### src/rtl/muldiv_hilo_ctrl.sv
// HI/LO write sequencer for the EX stage: multi-cycle MULT/MULTU, restoring DIV/DIVU,
// and single-cycle MTHI/MTLO, each ending in one registered HI/LO write strobe.
module muldiv_hilo_ctrl #(
  parameter int MUL_LAT  = 2,
  parameter int DIV_ITER = 32
) (
  input  logic        clk,
  input  logic        rstn,
  input  logic        op_valid,
  input  logic [2:0]  op,
  input  logic [31:0] rs_val,
  input  logic [31:0] rt_val,
  input  logic [31:0] hi_cur,
  input  logic [31:0] lo_cur,
  input  logic        flush,
  output logic        stall_o,
  output logic        busy_o,
  output logic        hilo_we,
  output logic [31:0] hi_o,
  output logic [31:0] lo_o
);

  localparam int DATA_W = 32;

  typedef enum logic [1:0] {IDLE, MUL, DIV} state_t;

  state_t      state;
  logic [4:0]  cnt;

  logic is_mul, is_div, is_mthi, is_mtlo, is_sgn, accept;

  logic [DATA_W-1:0] a_p0, b_p0, rem_p0, quot_p0;
  logic              sgn_p0, qneg_p0, rneg_p0, div0_p0;

  logic signed [2*DATA_W-1:0] ma_p0, mb_p0, prod_p0;
  logic [DATA_W:0]            rem_sh;
  logic                       sub_ok;
  logic [DATA_W-1:0]          diff, rem_nxt, quot_nxt, q_fin, r_fin;

  function automatic logic [DATA_W-1:0] cond_neg(input logic [DATA_W-1:0] v, input logic n);
    return n ? (~v + 32'd1) : v;
  endfunction

  assign is_mul  = (op == 3'd1) || (op == 3'd2);
  assign is_div  = (op == 3'd3) || (op == 3'd4);
  assign is_mthi = (op == 3'd5);
  assign is_mtlo = (op == 3'd6);
  assign is_sgn  = (op == 3'd1) || (op == 3'd3);
  assign accept  = (state == IDLE) && op_valid && !flush;
  assign busy_o  = (state != IDLE);

  always_comb begin
    stall_o = 1'b0;
    if (rstn && !flush) begin
      case (state)
        IDLE:    stall_o = op_valid && (is_mul || is_div);
        MUL,
        DIV:     stall_o = (cnt != 5'd0);
        default: stall_o = 1'b0;
      endcase
    end
  end

  // Stage p0: operands captured on accept, then one divide iteration per DIV cycle
  always_ff @(posedge clk) begin
    if (accept && is_mul) begin
      a_p0   <= rs_val;
      b_p0   <= rt_val;
      sgn_p0 <= is_sgn;
    end else if (accept && is_div) begin
      a_p0    <= rs_val;
      quot_p0 <= cond_neg(rs_val, is_sgn & rs_val[31]);
      b_p0    <= cond_neg(rt_val, is_sgn & rt_val[31]);
      rem_p0  <= '0;
      qneg_p0 <= is_sgn & (rs_val[31] ^ rt_val[31]);
      rneg_p0 <= is_sgn & rs_val[31];
      div0_p0 <= (rt_val == '0);
    end else if (state == DIV) begin
      rem_p0  <= rem_nxt;
      quot_p0 <= quot_nxt;
    end
  end

  // Sign-extending to 64 bits makes the low 64 product bits right for both signednesses
  assign ma_p0   = {{DATA_W{sgn_p0 & a_p0[31]}}, a_p0};
  assign mb_p0   = {{DATA_W{sgn_p0 & b_p0[31]}}, b_p0};
  assign prod_p0 = ma_p0 * mb_p0;

  // A successful trial subtract leaves a remainder below the divisor, so 32 bits suffice
  assign rem_sh   = {rem_p0, quot_p0[31]};
  assign sub_ok   = (rem_sh >= {1'b0, b_p0});
  assign diff     = rem_sh[DATA_W-1:0] - b_p0;
  assign rem_nxt  = sub_ok ? diff : rem_sh[DATA_W-1:0];
  assign quot_nxt = {quot_p0[DATA_W-2:0], sub_ok};
  assign q_fin    = cond_neg(quot_nxt, qneg_p0);
  assign r_fin    = cond_neg(rem_nxt, rneg_p0);

  // Stage p1: FSM and registered HI/LO write port
  always_ff @(posedge clk or negedge rstn) begin
    if (!rstn) begin
      state   <= IDLE;
      cnt     <= 5'd0;
      hilo_we <= 1'b0;
      hi_o    <= '0;
      lo_o    <= '0;
    end else begin
      hilo_we <= 1'b0;
      case (state)
        IDLE: begin
          if (accept) begin
            if (is_mul) begin
              state <= MUL;
              cnt   <= 5'(MUL_LAT - 1);
            end else if (is_div) begin
              state <= DIV;
              cnt   <= 5'(DIV_ITER - 1);
            end else if (is_mthi) begin
              hilo_we <= 1'b1;
              hi_o    <= rs_val;
              lo_o    <= lo_cur;
            end else if (is_mtlo) begin
              hilo_we <= 1'b1;
              hi_o    <= hi_cur;
              lo_o    <= rs_val;
            end
          end
        end
        MUL: begin
          if (flush) begin
            state <= IDLE;
            cnt   <= 5'd0;
          end else if (cnt == 5'd0) begin
            state        <= IDLE;
            hilo_we      <= 1'b1;
            {hi_o, lo_o} <= prod_p0;
          end else begin
            cnt <= cnt - 5'd1;
          end
        end
        DIV: begin
          if (flush) begin
            state <= IDLE;
            cnt   <= 5'd0;
          end else if (cnt == 5'd0) begin
            state   <= IDLE;
            hilo_we <= 1'b1;
            hi_o    <= div0_p0 ? a_p0 : r_fin;
            lo_o    <= div0_p0 ? 32'hFFFF_FFFF : q_fin;
          end else begin
            cnt <= cnt - 5'd1;
          end
        end
        default: begin
          state <= IDLE;
          cnt   <= 5'd0;
        end
      endcase
    end
  end

endmodule

### config.mk
export PLATFORM = sky130hd
export DESIGN_NAME = muldiv_hilo_ctrl
export DESIGN_NICKNAME = d
export VERILOG_FILES = /design/src/rtl/muldiv_hilo_ctrl.sv
export SDC_FILE = /design/constraint.sdc
export NUM_CORES = 2
export LEC_CHECK = 0
export BUFFER_PORTS_ARGS = -buffer_cell sky130_fd_sc_hd__buf_2
export CAP_MARGIN = 20
export CORE_ASPECT_RATIO = 1.1
export CORE_MARGIN = 3
export CORE_UTILIZATION = 50
export CTS_CLUSTER_DIAMETER = 40
export CTS_CLUSTER_SIZE = 8
export DETAILED_ROUTE_END_ITERATION = 8
export PLACE_DENSITY = 0.69
export SYNTH_ARGS = -nofsm -noshare
export SYNTH_HDL_FRONTEND = slang
export SYNTH_SLANG_ARGS = --single-unit
### constraint.sdc
create_clock -name clk -period 20.8 [get_ports clk]
set_clock_uncertainty 0.2 [all_clocks]
set_input_delay 1.04 -clock clk [delete_from_list [all_inputs] [get_ports clk]]
set_output_delay 1.04 -clock clk [all_outputs]
set_load 0.05 [all_outputs]
==> impl_results.md <==
- Status: complete, no violations
- Antenna violations before repair: 4
- DRC: 0
- Largest net degree at the start of global routing: 78
- Final wirelength: 157 mm
- Setup Crit Path Kind: reg2reg
- CTS max path bufs: 3
- DP Worst Slack: 10.64 ns
- First-pass iteration count of the detailed router: 8
- Max-slew violation count: 0
- Measured slew at the worst slew-check pin: approximately 1.1 ns
- TritonCTS clock tree: built
- Die extent in y: ~350 microns
- Number of global-route vias before repair: approximately 44000
- Hold Path Class: in2async
- Clk_lat worst skew: approximately 0.55 ns
- Fin crit share: 0.491
- Setup bufs post-CTS: 0
- Post-route ant nets: 0
- Crit path DAT: 10.39 ns
- Drt via density: approximately 5.6
- Main synth FF type: edfxtp_1
- Core area: roughly 0.10 sq mm
- Area growth syn-to-layout: 6.22%
- Mapped Nets: around 7500
- Initial Util: 0.506
- Max cap viols: 0
- Number of synthesized flops with an enable pin: around 130
- GPL Wtd Cong: 0.965
- CP Launch Type: flop
- CP required: 20.99 ns
- GRT Total Usage: 0.295
- Register bit total from synthesis: approximately 200
- RSZ-0062 raised after global routing: false
- CP peak stage delay: around 0.67 ns
- DIE AREA: 0.110 sq mm
- Asr flop ratio synth: 0.353
- Boundary Pins: a little over 200
- Via count: 41500
- Dpl hpwl: 124 mm
- Die W: about 320 microns
- Fraction of layout cells with a size suffix above 1: 0.0692
- Most numerous cell on the critical path: fa_1
- Buf/Inv on CP: 6
- TritonCTS Buffers: 36
- Crit end category: flop
- Post-synth design cell area: about 0.053 sq mm
- YS warnings: 0
- Slew margin rel.: 0.257
- Worst Path Max Fanout: 21
- H-Tree Level Count: 2
- Clock sinks: just over 200
- Num rows: 124
- Drt initial violations: roughly 3100
- Sum of negative setup slack: 0 ns
- Hold Buf Count CTS: 0
- Post-synth cell types: 94
- Routed length per placed instance: between 20 and 25 microns
- Setup WS post-layout: approximately 11 ns
- CP top delay family: adder cells
- Fill cell count: between 9000 and 10000
- CTS resizes: 0
- Finish-stage setup viols: 0
- First-pass GRT wire length: between 200 and 300 mm
- Fin crit period: between 10 and 15 ns
- Finished Core Util: 0.538
- Syn Inst Count: 6005
- Clock tree root buffer cell: clkbuf_16
- Max Freq: 98.0 MHz
- PortBufs: 201
- Net count, final: 7502
- Hold Fails Final Rpt: 0
- Clk slew on worst S/H paths: 0.05 ns
- Total grt overflow: 0
- Critical path's slowest cell: and2_1
- Register area share after synthesis: 0.109
- Syn_area_per_cell: approximately 8.8 sq um
==> metal layers <==
layer  routed length [microns]  track usage
met1                     63200        0.400
met2                     74800        0.485
met3                     12400       0.0439
met4                      6550        0.103
met5                        33            0
==> cell usage after synthesis (21+ instances only) <==
cell      count  area (sq um)
a21o_1       45           338
a21oi_1     228          1140
a221oi_1     23           201
a31oi_1      31           194
and2_1      360          2250
and3_1       34           213
clkbuf_1    320          1200
dfrtp_1      72          1800
edfxtp_1    132          3960
fa_1       1126         22500
ha_1        254          3180
inv_1      1202          4510
mux2i_1      21           210
nand2_1    1002          3760
nand2b_1     24           150
nand3_1      51           255
nand4b_1     23           201
nor2_1      206           773
nor3_1       51           255
o21ai_0     216          1080
o21ai_1      21           105
o31ai_1      24           180
xnor2_1     130          1140
xor2_1       80           701
==> layout make-up <==
| class | count | area (sq um) | area share |
|---|---|---|---|
| Antenna cell | 2 | 5.00 | 0.0000890 |
| Clock buffer | 56 | 1040 | 0.0184 |
| Clock inverter | 9 | 111 | 0.00198 |
| Inverter | 1202 | 4510 | 0.0802 |
| Multi-Input combinational cell | 4248 | 41400 | 0.735 |
| Sequential cell | 204 | 5770 | 0.103 |
| Tap cell | 1386 | 1730 | 0.0308 |
| Timing Repair Buffer | 295 | 1710 | 0.0305 |
==> state kept, by name, summed over array words and instances, names as in the netlist <==
name	count
a_p0	32
rneg_p0	1
div0_p0	1
qneg_p0	1
hi_o	32
b_p0	32
sgn_p0	1
rem_p0	32
cnt	5
hilo_we	1
quot_p0	32
state	2
lo_o	32
==> kinds of logic after synthesis <==
group | after synthesis | synth area share
AND/OR/NAND/NOR | 1889 | 0.167
buffers and inverters | 1553 | 0.111
adder cells (fa/ha/maj) | 1380 | 0.486
AO/OA/AOI/OAI | 741 | 0.0873
XOR/XNOR | 210 | 0.0347
flip-flops | 204 | 0.109
multiplexers | 28 | 0.00546
==> final timing paths <==
check                                    start                    to  slack [ns]  cells after the start
max in group asynchronous                 rstn  hi_o[17]$_DFFE_PN0P_       19.06                      2
min                                       rstn  lo_o[21]$_DFFE_PN0P_        0.24                      1
min in group clk           lo_o[2]$_DFFE_PN0P_   lo_o[2]$_DFFE_PN0P_        0.28                      2
max                           sgn_p0$_DFFE_PP_  hi_o[31]$_DFFE_PN0P_       10.60                     28
max reg2reg                   sgn_p0$_DFFE_PP_  hi_o[31]$_DFFE_PN0P_       10.60                     28
min reg2reg                lo_o[2]$_DFFE_PN0P_   lo_o[2]$_DFFE_PN0P_        0.28                      2
==> stage by stage <==
stage | cells | hold WS (ns) | cell area, sq um
2_1_floorplan | 6005 | 0.272 | 53000
3_3_place_gp | 7335 | 0.257 | 55100
3_5_place_dp | 7335 | 0.271 | 55100
4_1_cts | 7400 | 0.245 | 56200
5_1_grt | 7400 | 0.261 | 56200
6_report | 7402 | 0.238 | 56200
==> layout by cell type, fill, tap and decap left out, drive strengths merged, types with 35 or more instances in the layout <==
master / n
nor3: 52
o21ai: 239
nor2: 206
xnor2: 130
and3: 35
buf: 295
xor2: 80
a21o: 45
edfxtp: 132
fa: 1126
a21oi: 232
ha: 254
nand2: 1004
inv: 1204
nand3: 51
dfrtp: 72
clkbuf: 56
and2: 360
Power is left out: the tool's default activity adds up to more than one toggle a clock period on the data nets, which glitch-free logic cannot reach.
